--- config.mk ---
export PLATFORM = sky130hd
export DESIGN_NAME = axis_nco_source_flat
export DESIGN_NICKNAME = d
export VERILOG_FILES = /design/src/rtl/nco_pkg.sv /design/src/rtl/axis_nco_source_if.sv /design/src/rtl/nco_sine_lut.sv /design/src/rtl/axis_nco_source.sv /design/src/flat_wrapper.sv
export SDC_FILE = /design/constraint.sdc
export NUM_CORES = 1
export LEC_CHECK = 0
export ABC_AREA = 0
export BUFFER_PORTS_ARGS = -buffer_cell sky130_fd_sc_hd__buf_2
export CAP_MARGIN = 25
export CORE_ASPECT_RATIO = 0.75
export CORE_MARGIN = 5
export CORE_UTILIZATION = 45
export DETAILED_ROUTE_END_ITERATION = 8
export GPL_TIMING_DRIVEN = 1
export PLACE_DENSITY = 0.65
export SYNTH_ARGS = -nofsm -noshare
export SYNTH_HDL_FRONTEND = slang
export SYNTH_HIERARCHICAL = 1
export SYNTH_SLANG_ARGS = --single-unit
--- constraint.sdc ---
create_clock -name clk -period 5.05 [get_ports clk]
set_input_delay 0.7575 -clock clk [delete_from_list [all_inputs] [get_ports clk]]
set_output_delay 0.7575 -clock clk [all_outputs]
set_load 0.05 [all_outputs]
--- src/rtl/nco_pkg.sv ---
// Shared types and elaboration-time helpers for axis_nco_source.
// The optional quarter-wave LUT is selected with NCO_QUARTER_WAVE_LUT_EN.
package nco_pkg;

   typedef enum logic [1:0] {
      IDLE  = 2'd0,
      RUN   = 2'd1,
      DRAIN = 2'd2
   } state_e;

   // Quadrant of a LUT address (top two address bits)
   typedef enum logic [1:0] {
      Q0 = 2'd0,
      Q1 = 2'd1,
      Q2 = 2'd2,
      Q3 = 2'd3
   } quad_e;

   localparam real NCO_PI = 3.141592653589793;

   // round(A*sin(2*pi*k/2^lw)) with A = 2^(ow-1)-1; evaluated at elaboration only
   function automatic int lut_entry(input int k, input int lw, input int ow);
      real amp;
      real x;
      amp = real'((1 << (ow - 1)) - 1);
      x   = amp * $sin(2.0 * NCO_PI * real'(k) / real'(1 << lw));
      return int'(x);
   endfunction

endpackage

--- src/rtl/axis_nco_source_if.sv ---
// AXI-Stream sample channel between the NCO source and the filter chain.
interface axis_nco_source_if #(
   parameter int unsigned OW = 8
);
   logic signed [OW-1:0] tdata;
   logic                 tvalid;
   logic                 tlast;
   logic                 tready;

   modport master (output tdata, output tvalid, output tlast, input tready);
   modport slave  (input tdata, input tvalid, input tlast, output tready);
endinterface

--- src/rtl/nco_sine_lut.sv ---
// Stage-2 data path: registered LUT address -> registered sine sample.
// NCO_QUARTER_WAVE_LUT_EN selects a first-quadrant table with symmetry decode;
// otherwise a full-wave table is indexed directly. Outputs are identical.
module nco_sine_lut
   import nco_pkg::*;
#(
   parameter int unsigned OW = 8,
   parameter int unsigned LW = 8
) (
   input  logic                 clk,
   input  logic                 rst_n,
   input  logic                 en,
   input  logic [LW-1:0]        addr,
   output logic signed [OW-1:0] data_q
);

   logic signed [OW-1:0] data_d;

`ifdef NCO_QUARTER_WAVE_LUT_EN
   localparam int unsigned QN = 2 ** (LW - 2);
   localparam logic [LW-2:0] QN_IDX = (LW-1)'(QN);

   logic signed [OW-1:0] tbl [QN+1];
   quad_e                quad;
   logic [LW-3:0]        ofs;
   logic [LW-2:0]        idx;
   logic signed [OW-1:0] mag;

   for (genvar g = 0; g <= int'(QN); g++) begin : g_tbl
      assign tbl[g] = OW'(lut_entry(g, int'(LW), int'(OW)));
   end

   // Fold the address into the first quadrant and restore sign
   always_comb begin
      quad   = quad_e'(addr[LW-1 -: 2]);
      ofs    = addr[LW-3:0];
      idx    = {1'b0, ofs};
      mag    = '0;
      data_d = '0;
      if (quad == Q1 || quad == Q3) begin
         idx = QN_IDX - {1'b0, ofs};
      end
      mag = tbl[idx];
      if (quad == Q2 || quad == Q3) begin
         data_d = -mag;
      end else begin
         data_d = mag;
      end
   end
`else
   logic signed [OW-1:0] tbl [2**LW];

   for (genvar g = 0; g < int'(2 ** LW); g++) begin : g_tbl
      assign tbl[g] = OW'(lut_entry(g, int'(LW), int'(OW)));
   end

   // Direct full-wave lookup
   always_comb begin
      data_d = tbl[addr];
   end
`endif

   // Output sample register, held while the stream is stalled
   always_ff @(posedge clk or negedge rst_n) begin
      if (!rst_n) begin
         data_q <= '0;
      end else if (en) begin
         data_q <= data_d;
      end
   end

endmodule

--- src/rtl/axis_nco_source.sv ---
// AXI-Stream NCO tone source: phase accumulator + sine LUT, two-stage pipeline,
// burst (tlast-terminated) or continuous mode, full backpressure support.
// Optional build macro: NCO_QUARTER_WAVE_LUT_EN (quarter-wave LUT in nco_sine_lut).
module axis_nco_source
   import nco_pkg::*;
#(
   parameter int unsigned OW = 8,
   parameter int unsigned PW = 32,
   parameter int unsigned LW = 8,
   parameter int unsigned BW = 16
) (
   input  logic          clk,
   input  logic          rst_n,
   input  logic          start,
   input  logic          stop,
   input  logic [PW-1:0] phase_inc,
   input  logic [BW-1:0] burst_len,
   output logic          busy,
   axis_nco_source_if.master axis_o
);

   state_e        state_q, state_d;
   logic [PW-1:0] phase_q, phase_d;
   logic [PW-1:0] inc_q, inc_d;
   logic [BW-1:0] len_q, len_d;
   logic [BW-1:0] count_q, count_d;
   logic [LW-1:0] addr_q, addr_d;
   logic          v1_q, v1_d;
   logic          last1_q, last1_d;
   logic          tvalid_q, tvalid_d;
   logic          tlast_q, tlast_d;
   logic          busy_q, busy_d;
   logic          en;
   logic          issue;
   logic          last_hit;
   logic signed [OW-1:0] sample;

   assign en = !tvalid_q || axis_o.tready;

   // Control FSM, stage-1 issue and stage-2 valid/last
   always_comb begin
      state_d  = state_q;
      phase_d  = phase_q;
      inc_d    = inc_q;
      len_d    = len_q;
      count_d  = count_q;
      addr_d   = addr_q;
      v1_d     = v1_q;
      last1_d  = last1_q;
      tvalid_d = tvalid_q;
      tlast_d  = tlast_q;
      issue    = 1'b0;
      last_hit = 1'b0;

      unique case (state_q)
         IDLE: begin
            if (start) begin
               inc_d   = phase_inc;
               len_d   = burst_len;
               phase_d = '0;
               count_d = '0;
               state_d = RUN;
            end
         end
         RUN: begin
            if (stop) begin
               state_d = DRAIN;
            end else if (en) begin
               issue   = 1'b1;
               addr_d  = phase_q[PW-1 -: LW];
               phase_d = phase_q + inc_q;
               count_d = count_q + BW'(1);
               if (len_q != '0 && count_q == len_q - BW'(1)) begin
                  last_hit = 1'b1;
                  state_d  = DRAIN;
               end
            end
         end
         DRAIN: begin
            if (!v1_q && en) begin
               state_d = IDLE;
            end
         end
         default: state_d = IDLE;
      endcase

      if (en) begin
         v1_d     = issue;
         last1_d  = last_hit;
         tvalid_d = v1_q;
         tlast_d  = last1_q;
      end

      busy_d = (state_d != IDLE);
   end

   // State and pipeline registers
   always_ff @(posedge clk or negedge rst_n) begin
      if (!rst_n) begin
         state_q  <= IDLE;
         phase_q  <= '0;
         inc_q    <= '0;
         len_q    <= '0;
         count_q  <= '0;
         addr_q   <= '0;
         v1_q     <= 1'b0;
         last1_q  <= 1'b0;
         tvalid_q <= 1'b0;
         tlast_q  <= 1'b0;
         busy_q   <= 1'b0;
      end else begin
         state_q  <= state_d;
         phase_q  <= phase_d;
         inc_q    <= inc_d;
         len_q    <= len_d;
         count_q  <= count_d;
         addr_q   <= addr_d;
         v1_q     <= v1_d;
         last1_q  <= last1_d;
         tvalid_q <= tvalid_d;
         tlast_q  <= tlast_d;
         busy_q   <= busy_d;
      end
   end

   nco_sine_lut #(
      .OW (OW),
      .LW (LW)
   ) u_lut (
      .clk    (clk),
      .rst_n  (rst_n),
      .en     (en),
      .addr   (addr_q),
      .data_q (sample)
   );

   assign busy          = busy_q;
   assign axis_o.tvalid = tvalid_q;
   assign axis_o.tlast  = tlast_q;
   assign axis_o.tdata  = sample;

endmodule
--- src/flat_wrapper.sv ---
// flat-port wrapper written by rule: the top's interface ports become plain ports
module axis_nco_source_flat import nco_pkg::*;
#(
   parameter int unsigned OW = 8,
   parameter int unsigned PW = 32,
   parameter int unsigned LW = 8,
   parameter int unsigned BW = 16
)
  (clk, rst_n, start, stop, phase_inc, burst_len, busy, axis_o_tdata, axis_o_tvalid, axis_o_tlast, axis_o_tready);
  axis_nco_source_if #(.OW(OW)) axis_o_i ();
  input  logic clk;
  input  logic rst_n;
  input  logic start;
  input  logic stop;
  input  logic [PW-1:0] phase_inc;
  input  logic [BW-1:0] burst_len;
  output logic busy;
  output wire logic [$bits(axis_o_i.tdata)-1:0] axis_o_tdata;
  output wire logic [$bits(axis_o_i.tvalid)-1:0] axis_o_tvalid;
  output wire logic [$bits(axis_o_i.tlast)-1:0] axis_o_tlast;
  input wire logic [$bits(axis_o_i.tready)-1:0] axis_o_tready;
  assign axis_o_tdata = axis_o_i.tdata;
  assign axis_o_tvalid = axis_o_i.tvalid;
  assign axis_o_tlast = axis_o_i.tlast;
  assign axis_o_i.tready = axis_o_tready;
  axis_nco_source #(.OW(OW), .PW(PW), .LW(LW), .BW(BW)) u_core (.clk(clk), .rst_n(rst_n), .start(start), .stop(stop), .phase_inc(phase_inc), .burst_len(burst_len), .busy(busy), .axis_o(axis_o_i));
endmodule
==> impl_table.tex <==
\begin{tabular}{lr}
\hline
Metric & Value \\
\hline
\multicolumn{2}{l}{\textbf{Global route}} \\
\quad Vias in the first global route & 7,001 \\
\quad Overall routing resource usage & 0.201 \\
\quad Initial antenna violation count & 0 \\
\quad Maximum number of pins on one net before global-route repair & 67 \\
\quad Congestion Overflow GR & 0 \\
\quad First-pass GRT wire length & around 36,000 um \\
\multicolumn{2}{l}{\textbf{Clock network}} \\
\quad Post-CTS setup-driven buffer insertion count & 0 \\
\quad PostCTS Resize Cnt & 0 \\
\quad Buffers from clock root to sink, at most & 2 \\
\quad Number of clock sinks & around 120 \\
\quad Total CTS buffers & 17 \\
\quad TritonCTS clock tree & built \\
\quad Clock network latency to the later pin of the worst-skew pair & $\sim$420 ps \\
\quad CTS H-tree depth & 4 \\
\quad Hold-fix buffers, CTS & 0 \\
\quad Clock slew at the register clock pins of the worst setup and hold paths & about 60 ps \\
\quad Root cell of the clock tree & sky130\_fd\_sc\_hd\_\_clkbuf\_16 \\
\multicolumn{2}{l}{\textbf{Worst hold path}} \\
\quad Type of the tightest min-delay check & primary input to asynchronous set/reset pin \\
\multicolumn{2}{l}{\textbf{Placement}} \\
\quad Post-Place Cell Area & 9110 um2 \\
\quad Post-detail-place hpwl & $\sim$15,000 um \\
\quad Number of buffers added on ports & between 60 and 70 \\
\quad Placer congestion estimate & slightly above 0.9 \\
\multicolumn{2}{l}{\textbf{Timing}} \\
\quad FMAX & around 300 MHz \\
\quad Max-slew violation total from the final report & 0 \\
\quad Setup TNS & 0 ps \\
\quad Unrepaired setup endpoints after global routing & false \\
\quad Worst slew pin tran & 903 ps \\
\quad Number of endpoints failing setup at the final stage & 0 \\
\quad Shortest period the worst path allows & 3310 ps \\
\quad Period utilization & 0.656 \\
\quad Layout Skew & 10.7 ps \\
\quad Normalized max-slew margin & 0.398 \\
\quad Endpoints failing hold & 0 \\
\quad Worst hold margin & about 120 ps \\
\multicolumn{2}{l}{\textbf{Die}} \\
\quad Die height & roughly 130 um \\
\quad Die Area & 22,300 um2 \\
\quad Chip width & 171 um \\
\quad Core ar. & between 15,000 and 20,000 um2 \\
\quad Number of top-level design ports & 64 \\
\quad Initial core utilization & 0.455 \\
\quad Num rows & 44 \\
\multicolumn{2}{l}{\textbf{Routing}} \\
\quad DR vias & between 7,000 and 8,000 \\
\quad Routed WL & $\sim$22,000 um \\
\quad WL per Instance & between 15 and 20 um \\
\quad Initial detailed-routing violation count & between 1,000 and 1,500 \\
\quad Pre-Repair DR Iteration Count & 5 \\
\quad Via count normalized by instance count & around 6.0 \\
\quad Remaining number of nets flagged by the antenna check after routing & 0 \\
\quad Total DRC errors in the routed layout & 0 \\
\multicolumn{2}{l}{\textbf{Setup path}} \\
\quad Worst R2R Path Depth & 8 \\
\quad Reg2reg end & u\_core/u\_lut/data\_q[1] \\
\quad Register-to-register setup slack & approximately 1700 ps \\
\quad Worst path required time & $\sim$5300 ps \\
\quad Reg-to-reg critical path startpoint & u\_core/addr\_q[1] \\
\quad Crit-path max FO & 18 \\
\quad Critical path endpoint category & flip-flop \\
\quad Critical Path Source & u\_core/addr\_q[1] \\
\quad Class of the most critical setup path & flip-flop to flip-flop \\
\quad Startpoint Class & flip-flop \\
\quad Critical path capture point & u\_core/u\_lut/data\_q[1] \\
\quad Worst Path Arrival & 3600 ps \\
\multicolumn{2}{l}{\textbf{Yosys}} \\
\quad Dominant cell type by area after synthesis & sky130\_fd\_sc\_hd\_\_dfrtp\_1 \\
\quad Number of synthesis warnings & 6 \\
\quad Async set-reset flop share out of synthesis & 1.00 \\
\quad Syn Area/Cell & around 8.7 um2 \\
\quad Primary flip-flop cell chosen by synthesis mapping & sky130\_fd\_sc\_hd\_\_dfrtp\_1 \\
\quad Share of the synthesized area in the top cell type & 0.341 \\
\quad Number of flip-flops and latches in the synthesized netlist & about 120 \\
\quad Number of instances in the synthesized netlist & 1,009 \\
\quad Post-synth net total & about 1,100 \\
\quad Cell Area, Synth & slightly below 9000 um2 \\
\quad Number of distinct library cells after synthesis & 79 \\
\quad Commonest cells in the synthesized netlist & 128 x sky130\_fd\_sc\_hd\_\_nand2\_1, 119 x sky130\_fd\_sc\_hd\_\_dfrtp\_1, 84 x sky130\_fd\_sc\_hd\_\_o21ai\_0 \\
\quad Largest cells by area after synthesis & sky130\_fd\_sc\_hd\_\_dfrtp\_1 34\%, sky130\_fd\_sc\_hd\_\_ha\_1 6.4\%, sky130\_fd\_sc\_hd\_\_mux2\_2 6.1\%, sky130\_fd\_sc\_hd\_\_nand2\_1 5.5\%, sky130\_fd\_sc\_hd\_\_o21ai\_0 4.8\% \\
\quad Part of the Yosys area used for sequential elements & 0.341 \\
\quad Most frequent cell after synthesis & sky130\_fd\_sc\_hd\_\_nand2\_1 \\
\quad Count of flip-flops with a built-in enable after synthesis & 0 \\
\multicolumn{2}{l}{\textbf{Final layout}} \\
\quad \# fillers & 1,734 \\
\quad Post-layout instance area & $\sim$10000 um2 \\
\quad N\_diodes & 0 \\
\quad Nets & approximately 1,100 \\
\quad Sequential cell area & approximately 3000 um2 \\
\quad Layout cells sized above 1 & 0.172 \\
\quad Area taken by multi-input logic gates & approximately 5300 um2 \\
\quad Synth-to-layout area growth & 11.5\% \\
\multicolumn{2}{l}{\textbf{Pwr}} \\
\quad Leakage power total & around 4.3 nW \\
\quad Design Power & about 0.0065 W \\
\quad Power per standard cell area & between 600 and 700 nW/um2 \\
\quad Worst IR drop on VDD & between 0.2 and 0.3 mV \\
\multicolumn{2}{l}{\textbf{Run status}} \\
\quad Status & complete, no violations \\
\multicolumn{2}{l}{\textbf{Flow run}} \\
\quad Maximum capacitance violations & 0 \\
\hline
\end{tabular}
[registers in the layout, indices dropped and copies added (netlist names), 2 cells and up]
name,cells
u_core/addr_q,8
u_core/count_q,16
u_core/inc_q,32
u_core/len_q,16
u_core/phase_q,32
u_core/state_q,2
u_core/u_lut/data_q,8
[cells in the final DEF, fill, tap and decap left out, types with 8 or more instances in the layout]
cell and n:
sky130_fd_sc_hd__a211oi_1 11, sky130_fd_sc_hd__nor2_1 45, sky130_fd_sc_hd__a31oi_1 26, sky130_fd_sc_hd__nand3_1 32, sky130_fd_sc_hd__xor2_1 27, sky130_fd_sc_hd__o211ai_1 9
sky130_fd_sc_hd__or3_1 10, sky130_fd_sc_hd__nand4_1 13, sky130_fd_sc_hd__nand3b_1 9, sky130_fd_sc_hd__and3_1 9, sky130_fd_sc_hd__nor3_1 18, sky130_fd_sc_hd__o21ai_0 84
sky130_fd_sc_hd__inv_1 18, sky130_fd_sc_hd__nor3b_1 8, sky130_fd_sc_hd__nand2b_1 17, sky130_fd_sc_hd__dfrtp_1 119, sky130_fd_sc_hd__buf_4 14, sky130_fd_sc_hd__mux2_2 47
sky130_fd_sc_hd__clkbuf_16 17, sky130_fd_sc_hd__nand2_1 128, sky130_fd_sc_hd__nor2b_1 14, sky130_fd_sc_hd__a21o_1 18, sky130_fd_sc_hd__ha_1 45, sky130_fd_sc_hd__a21oi_1 72
sky130_fd_sc_hd__buf_2 62, sky130_fd_sc_hd__xnor2_1 25
[critical path: stages (launching register included)]
cell and delay [ps]:
sky130_fd_sc_hd__dfrtp_1 750, sky130_fd_sc_hd__inv_1 310, sky130_fd_sc_hd__ha_1 620, sky130_fd_sc_hd__nor2b_1 410
sky130_fd_sc_hd__nand2b_1 160, sky130_fd_sc_hd__o21ai_0 70, sky130_fd_sc_hd__a31oi_1 240, sky130_fd_sc_hd__a31oi_1 110
sky130_fd_sc_hd__or4b_1 510
[logic make-up after synthesis]
group,after synthesis,share of synthesized area
and+or+nand+nor,339,0.197
AOI/OAI and AO/OA,306,0.225
adders and majority gates,46,0.0667
DFF,119,0.341
muxes,54,0.0685
xor gates and xnor gates,52,0.0521
buffers and inverters,93,0.0508
[how the worst min path moves through the flow]
stage	endpoint	startpoint	slack [ps]
global placement	u_core/u_lut/data_q[6]	u_core/u_lut/data_q[6]	460
CTS	u_core/inc_q[20]	rst_n	110
global route	u_core/inc_q[20]	rst_n	110
finish	u_core/inc_q[20]	rst_n	120
detailed placement	u_core/u_lut/data_q[6]	u_core/u_lut/data_q[6]	470
floorplan	u_core/v1_q	u_core/v1_q	440
[layout make-up]
| type | instances | share of cell area |
|---|---|---|
| multi-input combinational | 797 | 0.547 |
| sequential | 119 | 0.305 |
| clock buffer | 23 | 0.0511 |
| timing repair buffer | 76 | 0.0426 |
| tap | 253 | 0.0325 |
| clock inverter | 9 | 0.0141 |
| inverter | 20 | 0.00770 |
[metal layers]
layer | track usage | routed length (um) | up-vias
li1 | - | - | 3747
met1 | 0.313 | 11100 | 3665
met2 | 0.284 | 8990 | 295
met3 | 0.0421 | 1710 | 27
met4 | 0.0466 | 260 | 0
met5 | 0 | 0 | -
[power breakdown]
part	leakage (nW)	total, W	switching, W	internal, W
registers	1.51	0.00171	0.000401	0.00131
clock network	0.310	0.00130	0.000458	0.000847
logic	2.43	0.00352	0.00211	0.00141
total	4.25	0.00654	0.00297	0.00357
[metrics by stage]
step	cells	utilization	setup WS [ps]
2_1_floorplan	1009	-	2580
3_3_place_gp	1265	0.474	1740
3_5_place_dp	1265	0.474	1730
4_1_cts	1297	0.507	1890
5_1_grt	1297	0.507	1580
6_report	1297	0.507	1740
No activity file was read; power rests on OpenSTA's default activity.
